<file path="config.mk">
export PLATFORM = sky130hd
export DESIGN_NAME = des_key_schedule
export DESIGN_NICKNAME = d
export VERILOG_FILES = /design/src/rtl/des_pkg.sv /design/src/rtl/des_pc2.sv /design/src/rtl/des_key_schedule.sv
export SDC_FILE = /design/constraint.sdc
export NUM_CORES = 1
export LEC_CHECK = 0
export BUFFER_PORTS_ARGS = -buffer_cell sky130_fd_sc_hd__buf_2
export CORE_MARGIN = 10
export CORE_UTILIZATION = 57
export DETAILED_ROUTE_END_ITERATION = 7
export HOLD_SLACK_MARGIN = 0.06
export PLACE_DENSITY = 0.92
export SLEW_MARGIN = 10
export SYNTH_ARGS = -nofsm -noshare
export SYNTH_HDL_FRONTEND = slang
export SYNTH_SLANG_ARGS = --single-unit
</file>
<file path="constraint.sdc">
create_clock -name clk -period 2.3 [get_ports clk]
set_input_delay 0.23 -clock clk [delete_from_list [all_inputs] [get_ports clk]]
set_output_delay 0.23 -clock clk [all_outputs]
set_load 0.1 [all_outputs]
</file>
<file path="src/rtl/des_pkg.sv">
// des_pkg: DES key-schedule tables, widths, FSM states and rotate helpers.
// Table entries use DES 1-based bit numbering (bit 1 = MSB).
package des_pkg;
   localparam int KEY_W    = 64;
   localparam int HALF_W   = 28;
   localparam int CD_W     = 2 * HALF_W;
   localparam int SUBKEY_W = 48;
   localparam int PC1 [56] = '{
      57, 49, 41, 33, 25, 17,  9,
       1, 58, 50, 42, 34, 26, 18,
      10,  2, 59, 51, 43, 35, 27,
      19, 11,  3, 60, 52, 44, 36,
      63, 55, 47, 39, 31, 23, 15,
       7, 62, 54, 46, 38, 30, 22,
      14,  6, 61, 53, 45, 37, 29,
      21, 13,  5, 28, 20, 12,  4};
   localparam int PC2 [48] = '{
      14, 17, 11, 24,  1,  5,
       3, 28, 15,  6, 21, 10,
      23, 19, 12,  4, 26,  8,
      16,  7, 27, 20, 13,  2,
      41, 52, 31, 37, 47, 55,
      30, 40, 51, 45, 33, 48,
      44, 49, 39, 56, 34, 53,
      46, 42, 50, 36, 29, 32};
   localparam int SHIFT [16] = '{1, 1, 2, 2, 2, 2, 2, 2, 1, 2, 2, 2, 2, 2, 2, 1};
   typedef enum logic [1:0] {IDLE, RUN, DONE} state_t;
   // DES bit 1 sits at the MSB, so a DES left rotate moves bits toward the MSB.
   function automatic logic [HALF_W-1:0] rotl28(input logic [HALF_W-1:0] x, input int n);
      return n == 2 ? {x[25:0], x[27:26]} : {x[26:0], x[27]};
   endfunction
   function automatic logic [HALF_W-1:0] rotr28(input logic [HALF_W-1:0] x, input int n);
      return n == 2 ? {x[1:0], x[27:2]} : {x[0], x[27:1]};
   endfunction
endpackage

</file>
<file path="src/rtl/des_pc2.sv">
// des_pc2: combinational PC-2 permutation, 56-bit C||D to 48-bit subkey.
// Ports: i_cd (C in [55:28], D in [27:0], MSB = DES bit 1), o_subkey (MSB = PC-2 bit 1).
module des_pc2
   import des_pkg::*;
(
   input  logic [CD_W-1:0]     i_cd,
   output logic [SUBKEY_W-1:0] o_subkey
);
   for (genvar i = 0; i < SUBKEY_W; i++) begin : g_pc2
      assign o_subkey[SUBKEY_W-1-i] = i_cd[CD_W-PC2[i]];
   end
endmodule

</file>
<file path="src/rtl/des_key_schedule.sv">
// des_key_schedule: sequential DES subkey generator, one subkey per valid/ready handshake.
// Ports: clk, rst (sync, active-high); start/key/decrypt load a schedule from IDLE;
// subkey/subkey_valid/subkey_ready/round deliver K1..K16 (or K16..K1 when decrypting);
// busy spans start acceptance to the last handshake; done pulses one cycle afterwards.
module des_key_schedule
   import des_pkg::*;
#(
   parameter int ROUNDS = 16
)
(
   input  logic                clk,
   input  logic                rst,
   input  logic                start,
   input  logic [KEY_W-1:0]    key,
   input  logic                decrypt,
   output logic [SUBKEY_W-1:0] subkey,
   output logic                subkey_valid,
   input  logic                subkey_ready,
   output logic [3:0]          round,
   output logic                busy,
   output logic                done
);
   state_t            r_state;
   logic [HALF_W-1:0] r_c, r_d;
   logic              r_dir, r_valid, r_busy, r_done;
   logic [3:0]        r_round;
   logic [CD_W-1:0]   w_pc1;
   logic [HALF_W-1:0] w_c_ld, w_d_ld, w_c_nxt, w_d_nxt;
   int                w_sh;
   logic              w_unused_parity;
   // key[63] is DES bit 1, so DES bit n lives at key[64-n].
   for (genvar i = 0; i < CD_W; i++) begin : g_pc1
      assign w_pc1[CD_W-1-i] = key[KEY_W-PC1[i]];
   end
   assign w_unused_parity = ^{key[56], key[48], key[40], key[32], key[24], key[16], key[8], key[0]};
   // Encrypt applies the first rotate at load so K1 is ready the cycle after start;
   // decrypt starts from C0/D0, which equals C16/D16 since the shifts total 28.
   always_comb begin
      w_c_ld  = decrypt ? w_pc1[CD_W-1:HALF_W] : rotl28(w_pc1[CD_W-1:HALF_W], SHIFT[0]);
      w_d_ld  = decrypt ? w_pc1[HALF_W-1:0] : rotl28(w_pc1[HALF_W-1:0], SHIFT[0]);
      w_sh    = r_dir ? SHIFT[4'd15 - r_round] : SHIFT[r_round + 4'd1];
      w_c_nxt = r_dir ? rotr28(r_c, w_sh) : rotl28(r_c, w_sh);
      w_d_nxt = r_dir ? rotr28(r_d, w_sh) : rotl28(r_d, w_sh);
   end
   always_ff @(posedge clk) begin
      if (rst) begin
         r_state <= IDLE;
         r_c     <= '0;
         r_d     <= '0;
         r_dir   <= 1'b0;
         r_round <= '0;
         r_valid <= 1'b0;
         r_busy  <= 1'b0;
         r_done  <= 1'b0;
      end else begin
         case (r_state)
            IDLE: if (start) begin
               r_state <= RUN;
               r_c     <= w_c_ld;
               r_d     <= w_d_ld;
               r_dir   <= decrypt;
               r_round <= '0;
               r_valid <= 1'b1;
               r_busy  <= 1'b1;
            end
            RUN: if (r_valid && subkey_ready) begin
               if (r_round == 4'(ROUNDS - 1)) begin
                  r_state <= DONE;
                  r_valid <= 1'b0;
                  r_busy  <= 1'b0;
                  r_done  <= 1'b1;
               end else begin
                  r_round <= r_round + 4'd1;
                  r_c     <= w_c_nxt;
                  r_d     <= w_d_nxt;
               end
            end
            DONE: begin
               r_state <= IDLE;
               r_done  <= 1'b0;
            end
            default: r_state <= IDLE;
         endcase
      end
   end
   des_pc2 u_pc2 (
      .i_cd     ({r_c, r_d}),
      .o_subkey (subkey)
   );
   assign subkey_valid = r_valid;
   assign round        = r_round;
   assign busy         = r_busy;
   assign done         = r_done;
endmodule
</file>
# ---- Word level (Yosys, flattened, before mapping)
# Memory sizes are Yosys's and may differ from the RTL's.
# Cells that the tools add are included.
dict set report totals {
  reg_bits 65
  latchBits 0
  mem_bits_rw 0
  mem_bits_ro 1024
  out_inout_bits 55
  elab_cells 68
  memories 2
}
# memory words word_bits read_ports rd_clocked_by_memory_dff wr line
set memory_table {}
lappend memory_table {{(no name shown)} 16 32 1 0 0 des_key_schedule.sv:41} ;# w_sh = r_dir ? SHIFT[4'd15 - r_round] : SHIFT[r_round + 4'd1];
lappend memory_table {{(no name shown)} 16 32 1 0 0 des_key_schedule.sv:41}
dict set report classes {
  addsub 2
  mul 0
  div_mod_pow 0
  magnitude_cmp 2
  eq_ne 8
  n_shift 0
  n_mux 36
  bitwise 2
  reduce_logical 9
}
# op n
set ops {}
lappend ops {{two-way mux 28 bit} 14}
lappend ops {{two-way mux 32 bit} 5}
lappend ops {{one-hot mux 28 bit (2 select lines)} 2}
lappend ops {{== test 32 x 3 -> 1 bit, second input constant} 1}
lappend ops {{two-way mux 4 bit} 3}
lappend ops {{>= comparator 5 bit, second input constant} 2}
lappend ops {{inverter 4 -> 5 bit} 2}
lappend ops {{inequality test 2 bit, second input constant} 4}
lappend ops {{one-hot mux 4 bit (2 select lines)} 1}
lappend ops {{AND reduction 4 bit} 2}
lappend ops {{two-way mux 2 bit} 3}
lappend ops {{AND reduction 3 bit} 2}
lappend ops {{two-way mux 1 bit} 5}
lappend ops {{adder 4 x 1 -> 4 bit, second input constant} 1}
lappend ops {{== test 4 bit, second input constant} 1}
lappend ops {{one-hot mux 1 bit (2 select lines)} 2}
lappend ops {{one-hot mux 2 bit (2 select lines)} 1}
lappend ops {{nonzero test 2 bit} 2}
lappend ops {{subtractor 4 bit, first input constant} 1}
lappend ops {{== test 2 x 1 -> 1 bit, second input constant} 1}
lappend ops {{== test 2 bit, second input constant} 1}
lappend ops {{logical NOT 2 bit} 1}
lappend ops {{AND reduction 2 bit} 1}
lappend ops {{logical AND 1 bit} 1}

# ---- Logic depth before layout (Yosys ltp)
# Gate-level depths: netlist of the first run.
dict set report depth {
  depth_word 12
  depth_mapped 9
  ltp_nobuf 7
}

# ---- Hierarchy
# Synthesis of the first run repeated with hierarchy kept, for this count alone.
dict set report hier_totals {
  hier_cells 780
  area_unflattened_um2 6155.9
}
# mod instances cells_each area_per_inst_um2 seq_area_each_um2
set modules_own_cells {}
lappend modules_own_cells {des_key_schedule 1 732 5795.6 1301.2}
lappend modules_own_cells {des_pc2 1 48 360.3 0.0}

# ---- Least setup slack after synthesis of the first run
# Ideal clock, no wire load.
dict set report synth_timing {
  path_kind {register to register}
  startpoint {register r_round[1], in the netlist round[1]}
  endpoint {register r_c[0]}
  setup_time_ns 0.088
  arrival_time_ns 2.709
  path_slack_ns -0.497
  path_stages_with_launch 10
  n_path_buf 3
  cell_sequence {dfxtp_1 > ha_1 > buf_4 > nor4b_4 > a211oi_2 > buf_6 > buf_6 > mux2i_1 > o211ai_1 > o32ai_2}
}
dict set report synth_via {
  elab_chain_cells 12
  elab_cells_between_ends 21
}
# item line
set synth_lines {}
lappend synth_lines {{from (decl)} des_key_schedule.sv:26} ;# logic [3:0] r_round;
lappend synth_lines {{from (signal assigned)} des_key_schedule.sv:73} ;# r_round <= r_round + 4'd1;
lappend synth_lines {{adder 4 x 1 -> 4 bit or subtractor 4 bit (tied branches)} des_key_schedule.sv:41}
lappend synth_lines {{inverter 4 -> 5 bit (not written as such)} des_key_schedule.sv:41}
lappend synth_lines {{memory read (16 x 32 bit)} --}
lappend synth_lines {{two-way mux 32 bit (not written as such) (2 in series)} des_key_schedule.sv:41}
lappend synth_lines {{two-way mux 32 bit} des_key_schedule.sv:41}
lappend synth_lines {{== test 32 x 3 -> 1 bit} {des_pkg.sv:30, des_pkg.sv:33}}
lappend synth_lines {{two-way mux 28 bit, on equally long branches} {des_pkg.sv:30, des_pkg.sv:33}}
lappend synth_lines {{two-way mux 28 bit} des_key_schedule.sv:42} ;# w_c_nxt = r_dir ? rotr28(r_c, w_sh) : rotl28(r_c, w_sh);
lappend synth_lines {{two-way mux 28 bit} des_key_schedule.sv:67} ;# if (r_round == 4'(ROUNDS - 1)) begin
lappend synth_lines {{two-way mux 28 bit} des_key_schedule.sv:66} ;# RUN: if (r_valid && subkey_ready) begin
lappend synth_lines {{one-hot mux 28 bit (2 select lines)} des_key_schedule.sv:56} ;# case (r_state)
lappend synth_lines {{to (signal assigned)} des_key_schedule.sv:59} ;# r_c <= w_c_ld;
lappend synth_lines {{to (signal assigned)} des_key_schedule.sv:74} ;# r_c <= w_c_nxt;
lappend synth_lines {{to (decl)} des_key_schedule.sv:24} ;# logic [HALF_W-1:0] r_c, r_d;
# Parallel ways exist; a longest one is shown, timed or not. The select of a mux whose other input is x is not followed.
# A chain may end at the register's enable or synchronous reset.

# ---- Worst setup path in the final report of the first run
dict set report layout_timing {
  startpoint {register r_round[0], in the netlist round[0]}
  endpoint {register r_d[22]}
}
dict set report layout_via {
  elab_chain_cells 12
  elab_cells_between_ends 21
}
# item line
set layout_lines {}
lappend layout_lines {{adder 4 x 1 -> 4 bit or subtractor 4 bit (tied branches)} des_key_schedule.sv:41}
lappend layout_lines {{inverter 4 -> 5 bit (not written as such)} des_key_schedule.sv:41}
lappend layout_lines {{memory read (16 x 32 bit)} --}
lappend layout_lines {{two-way mux 32 bit (not written as such) (2 in series)} des_key_schedule.sv:41}
lappend layout_lines {{two-way mux 32 bit} des_key_schedule.sv:41}
lappend layout_lines {{== test 32 x 3 -> 1 bit} {des_pkg.sv:30, des_pkg.sv:33}}
lappend layout_lines {{two-way mux 28 bit, on equally long branches} {des_pkg.sv:30, des_pkg.sv:33}}
lappend layout_lines {{two-way mux 28 bit} des_key_schedule.sv:43} ;# w_d_nxt = r_dir ? rotr28(r_d, w_sh) : rotl28(r_d, w_sh);
lappend layout_lines {{two-way mux 28 bit} des_key_schedule.sv:67}
lappend layout_lines {{two-way mux 28 bit} des_key_schedule.sv:66}
lappend layout_lines {{one-hot mux 28 bit (2 select lines)} des_key_schedule.sv:56}
lappend layout_lines {{to (signal assigned)} des_key_schedule.sv:60} ;# r_d <= w_d_ld;
lappend layout_lines {{to (signal assigned)} des_key_schedule.sv:75} ;# r_d <= w_d_nxt;
lappend layout_lines {{to (decl)} des_key_schedule.sv:24}
# Parallel ways exist; a longest one is shown, timed or not. The select of a mux whose other input is x is not followed.

==> impl_results.md, run 1 <==
- Syn-to-layout area delta: 8.74%
- First-pass GRT wire length: 31,000 µm
- Register area share after synthesis: 20.7%
- Initial antenna violation count: 0
- DR iter-0 viols: 1,154
- Fin. Hold Viols: 0
- Aggregate routed wire length: 18,800 µm
- Total gr overflow: 0
- I/O Pins: 124
- Syn Nets: 857
- Switching Share: 46.4%
- Worst EP required: 2.56 ns
- Synth cell types: 39
- Via Count: 6,486
- Psw: 0.00177 W
- Starting Density: 58.2%
- Drt via density: 6.89
- Cell Chain, Critical Path: inv_1, ha_1, o21bai_4, a211oi_4, buf_12, buf_4, mux2i_1, o211ai_1, o32ai_2
- Syn_area_per_cell: 8.04 µm²
- Reg2reg setup slack: 0.09 ns
- Num CTS Buffers: 9
- DRC viols: 0
- Fin Clk Skew: 0.0134 ns
- Hold Path Origin: start
- CP max FO: 9
- Maximum capacitance violations: 0
- Gate power share: 41.6%
- Min Tclk post-route: 2.21 ns
- Dpl hpwl: 11,900 µm
- Final setup fails: 0
- CP max stage cell: dfxtp_4
- Root buf cell: clkbuf_8
- Die ar.: 0.0156 mm²
- Drt pass-1 iters: 6
- Worst hold margin: 0.178 ns
- Clock transition at the registers of the reported paths: 0.07 ns
- Width of the die: 125 µm
- Clock tree from TritonCTS: yes
- CP max stage delay: 0.37 ns
- Global-route usage over all layers: 22.4%
- WL/cell: 19.9 µm
- GP Congestion: 0.810
- Vias in the first global route: 6,205
- Std cell rows: 38
- Post-route ant nets: 0
- P_int: 0.00205 W
- R2R Path Start: round[0]$_SDFFE_PP0P_
- CP Capture Type: flop
- Max-slew headroom: 41.8%
- Slew Limit Fails: 0
- Clock Latency Late Sink: 0.36 ns
- Status: finished clean
- Worst EP arrival: 2.47 ns
- Slew @ Worst Pin: 0.873 ns
- CP Launch Type: flop
- Final setup TNS: 0 ns
- Core Area: 0.0108 mm²
- Layout cells sized above 1: 24.3%
- Tot Pwr: 0.00382 W
- CTS resizes: 0
- Port Buf Inserts: 115
- Hold Crit Class: in2reg
- Register-to-Register Path Depth: 9
- Buffer and inverter count on the worst path: 3
- Crit-path leading delay family: compound AO/OA/AOI/OAI gates
- Hold Path Sink: r_state[0]$_SDFFE_PP0P_
- # placed instances: 923
- Commonest non-fill, non-tap cells in the layout: nor3_1 (114), buf_2 (114), mux2i_1 (112), nor2_1 (66), a21oi_1 (64)
- Ys Warns: 0
- Diode count: 0
- Clk pwr share: 22.4%
- # H-tree levels: 3
- Cells after Synth: 782
- Reg2reg end: r_d[22]$_SDFFE_PP0P_
- Final instance count without filler cells: 942
- DIE HEIGHT: 125 µm
- Num Clock Sinks: 65
- Seq pwr share: 36.0%
- Maximum vdd ir drop: 0.439 mV
- Leakage power: 3.06 nW
- Fin crit share: 96.0%
- Cell Pwr Density: 559 mW/mm²
- Clk buf depth: 2
- WS Path Type: reg2reg
- Fmax: 0.453 GHz
- RSZ-0062 raised after global routing: false
- Worst hold stages: 3
- Synthesized area: 0.00628 mm²
- Synth Register Bits: 65
- Pin count of the biggest net entering global routing: 66
- Layout Nets: 872
==> layer usage <==
layer / up-vias / GRT usage, % / wire length [µm]
li1: 3002 / - / -
met1: 3062 / 29.1 / 7740
met2: 390 / 37.3 / 8900
met3: 32 / 4.52 / 1830
met4: 0 / 5.01 / 285
met5: - / 0 / 0
==> Yosys cell counts, drive strengths merged <==
cell	n	area [µm²]
nor3b	3	38.8
nand4	1	6.26
buf	101	698
a21oi	64	320
nor2	67	251
nor3	114	571
and3	4	25.0
a21o	1	7.51
and2	1	6.26
o21ai	5	32.5
mux2i	112	1120
nor2b	5	31.3
and2b	1	7.51
clkbuf	38	143
nor4b	1	23.8
a211oi	57	433
or3	2	12.5
o32ai	56	626
a2111oi	1	8.76
xnor2	1	8.76
inv	6	22.5
o21bai	2	30.0
o211ai	57	433
dfxtp	65	1300
nand2	6	22.5
nand2b	1	6.26
ha	6	75.1
or2	1	6.26
nand3	3	15.0
==> power by group through the flow <==
stage / Sequential, W / Combinational (W) / Clock, W
after CTS: 0.00137 / 0.00157 / 0.000864
after global placement: 0.00139 / 0.00154 / 0
after floorplan: 0.00136 / 0.00135 / 0
final: 0.00138 / 0.00159 / 0.000855
after detailed placement: 0.00139 / 0.00157 / 0
after global routing: 0.00139 / 0.00169 / 0.000897
==> worst reg2reg max path, delay by kind of cell, from the launching register on <==
family	cells	cell delay (ns)
flip-flops	1	0.37
buffers and inverters	3	0.50
adder cells (fa/ha/maj)	1	0.22
multiplexers	1	0.23
AO/OA/AOI/OAI	4	0.81
==> registers in the layout (all words and copies together) (netlist names) <==
name	count
busy	1
r_d	28
round	4
done	1
r_state	2
r_c	28
r_dir	1
==> through the flow <==
step | area (µm²) | worst slack, ns | utilization [%]
2_1_floorplan | 6290 | 0.0615 | -
4_1_cts | 6790 | 0.0792 | 62.9
3_5_place_dp | 6640 | 0.108 | 61.5
3_3_place_gp | 6640 | 0.196 | 61.5
5_1_grt | 6830 | 0.00509 | 63.3
6_report | 6830 | 0.0928 | 63.3
==> cell families after synthesis <==
kind of cell    share of synthesized area (%)
compound gates                           30.1
xor+xnor                                0.139
fa+ha+maj                                1.19
buf+inv                                  13.7
flops                                    20.7
mux                                      17.8
simple gates                             16.3
==> area by class of cell <==
cell class / count / area, µm²
clock inverters: 4 / 20.0
repair buffers: 143 / 1010
well taps: 140 / 175
clock buffers: 12 / 135
multi-input cells: 572 / 4160
inverters: 6 / 22.5
flip-flops and latches: 65 / 1310
fillers: 911 / 3960
==> what timing repair did <==
item                       CTS  global route
buffers inserted             0             2
hold endpoints to repair     0             0
setup endpoints to repair    0            10
hold buffers                 0             0
==> worst max-delay path by stage <==
stage / startpoint / to / slack, ns / cells past startpoint
final: round[0]$_SDFFE_PP0P_ / r_d[22]$_SDFFE_PP0P_ / 0.09 / 9
after global routing: round[0]$_SDFFE_PP0P_ / r_d[26]$_SDFFE_PP0P_ / 0.005 / 8
after CTS: round[0]$_SDFFE_PP0P_ / r_d[25]$_SDFFE_PP0P_ / 0.08 / 9
after detailed placement: round[0]$_SDFFE_PP0P_ / r_d[5]$_SDFFE_PP0P_ / 0.11 / 9
after global placement: round[0]$_SDFFE_PP0P_ / r_c[2]$_SDFFE_PP0P_ / 0.20 / 9
after floorplan: busy$_SDFFE_PP0P_ / r_c[0]$_SDFFE_PP0P_ / 0.06 / 7
Note: power is estimated with default switching activity, not from simulation.
==> run 2, diff against run 1 <==
--- a/config.mk
+++ b/config.mk
@@ -10,7 +10,7 @@
 export CORE_UTILIZATION = 57
 export DETAILED_ROUTE_END_ITERATION = 7
 export HOLD_SLACK_MARGIN = 0.06
-export PLACE_DENSITY = 0.92
+export PLACE_DENSITY = 0.88
 export SLEW_MARGIN = 10
 export SYNTH_ARGS = -nofsm -noshare
 export SYNTH_HDL_FRONTEND = slang
==> run 2 against run 1 <==
Effect of this change: core utilization fell by 0.093 points; sequential power about the same; setup slack lost 0.0015 ns; first-iteration DRC count is 12% lower.
==> impl_results.md, run 2 (same netlist as run 1, synthesis figures left out) <==
- Vias in the first global route: 5,968
- Setup WS post-layout: 0.0914 ns
- Slew @ Worst Pin: 0.854 ns
- Gate power share: 38.5%
- Fin Clk Skew: 0.0111 ns
- Status: finished clean
- Filler Cells Inserted: 964
- Worst EP required: 2.53 ns
- Core Area: 0.0108 mm²
- CP Launch Type: flop
- Clock tree from TritonCTS: yes
- Fin. Hold Viols: 0
- Num Clock Sinks: 65
- DP Area: 0.00654 mm²
- Root buf cell: clkbuf_8
- Num CTS Buffers: 9
- CP max FO: 14
- Switching Share: 43.2%
- Hold Path Origin: start
- Reg2reg setup slack: 0.09 ns
- DR iter-0 viols: 1,018
- Std cell rows: 38
- Layout Nets: 867
- Worst EP arrival: 2.44 ns
- Leakage power: 3.04 nW
- First-pass GRT wire length: 29,700 µm
- Hold Path Sink: r_state[0]$_SDFFE_PP0P_
- # placed instances: 917
- Min Tclk post-route: 2.21 ns
- Starting Density: 58.2%
- Hold Crit Class: in2reg
- Post-route ant nets: 0
- Die ar.: 0.0156 mm²
- Diode count: 0
- Drt pass-1 iters: 5
- Initial antenna violation count: 0
- Width of the die: 125 µm
- CP Capture Type: flop
- Layout cells sized above 1: 24.2%
- Total gr overflow: 0
- Reg2reg end: r_c[7]$_SDFFE_PP0P_
- Maximum capacitance violations: 0
- DRC viols: 0
- Final setup fails: 0
- Register-to-Register Path Depth: 9
- WS Path Type: reg2reg
- Drt via density: 6.79
- Place WS: 0.0926 ns
- Syn-to-layout area delta: 8.58%
- DIE HEIGHT: 125 µm
- R2R Path Start: round[0]$_SDFFE_PP0P_
- Clk pwr share: 28.0%
- Fmax: 0.453 GHz
- Final instance count without filler cells: 937
- Global-route usage over all layers: 21.6%
- Commonest non-fill, non-tap cells in the layout: nor3_1 (114), buf_2 (114), mux2i_1 (112), nor2_1 (66), a21oi_1 (64)
- Via Count: 6,361
- I/O Pins: 124
- Final instance area: 0.00682 mm²
- GP Congestion: 0.848
- # H-tree levels: 3
- Port Buf Inserts: 115
- Max-slew headroom: 43.1%
- Maximum vdd ir drop: 0.403 mV
- Pin count of the biggest net entering global routing: 66
- Psw: 0.00177 W
- Cell Pwr Density: 599 mW/mm²
- Clock transition at the registers of the reported paths: 0.08 ns
- WL/cell: 19.7 µm
- P_int: 0.00232 W
- Dpl hpwl: 11,300 µm
- Slew Limit Fails: 0
- Final setup TNS: 0 ns
- Worst hold stages: 3
- Aggregate routed wire length: 18,500 µm
- Tot Pwr: 0.00409 W
- Clock Latency Late Sink: 0.35 ns
- Seq pwr share: 33.6%
- Fin crit share: 96.0%
- Clk buf depth: 2
## run 2: stage by stage
| step | hold slack [ns] | util (%) |
|---|---|---|
| after global placement | 0.516 | 60.6 |
| final | 0.187 | 63.2 |
| after floorplan | 0.320 | - |
| after global routing | 0.198 | 63.2 |
| after detailed placement | 0.520 | 60.6 |
| after CTS | 0.180 | 62.7 |
## run 2: final cells by class
class / instances / area (µm²) / area share [%]
sequential: 65 / 1310 / 19.2
multi-input combinational: 572 / 4160 / 61.0
timing repair buffer: 138 / 922 / 13.5
tap: 140 / 175 / 2.57
clock inverter: 5 / 77.6 / 1.14
inverter: 6 / 22.5 / 0.330
clock buffer: 11 / 151 / 2.22
## run 2: how the worst max path moves through the flow
stage	startpoint	endpoint	cells past startpoint
after detailed placement	round[0]$_SDFFE_PP0P_	r_d[15]$_SDFFE_PP0P_	8
after global routing	round[0]$_SDFFE_PP0P_	r_c[15]$_SDFFE_PP0P_	9
final	round[0]$_SDFFE_PP0P_	r_c[7]$_SDFFE_PP0P_	9
after global placement	round[0]$_SDFFE_PP0P_	r_c[15]$_SDFFE_PP0P_	8
after floorplan	busy$_SDFFE_PP0P_	r_c[0]$_SDFFE_PP0P_	7
after CTS	round[0]$_SDFFE_PP0P_	r_c[7]$_SDFFE_PP0P_	8
## run 2: power by group through the flow
stage / registers [W] / clock network (W) / logic, W
after floorplan: 0.00136 / 0 / 0.00135
after global placement: 0.00139 / 0 / 0.00154
after detailed placement: 0.00139 / 0 / 0.00156
after CTS: 0.00136 / 0.00116 / 0.00157
after global routing: 0.00139 / 0.00121 / 0.00168
final: 0.00137 / 0.00114 / 0.00157
## run 2: layer usage
layer / GRT usage, % / wire length [µm] / vias up
met5: 0 / 0 / -
met4: 5.08 / 332 / 0
li1: - / - / 2982
met3: 5.03 / 1680 / 33
met2: 35.2 / 8770 / 331
met1: 28.2 / 7690 / 3015
## run 2: worst max-delay path: stages, from the launching register on
cell,delay [ns]
dfxtp_4,0.37
inv_1,0.13
ha_1,0.22
o21bai_4,0.08
a211oi_4,0.22
buf_4,0.20
buf_6,0.24
mux2i_1,0.21
o211ai_1,0.10
o32ai_1,0.32
## run 2: timing repair
item                                    CTS  global route
resized for setup                         0             4
endpoints found under the setup margin    0            47
hold buffers                              0             0
setup buffers                             0             2
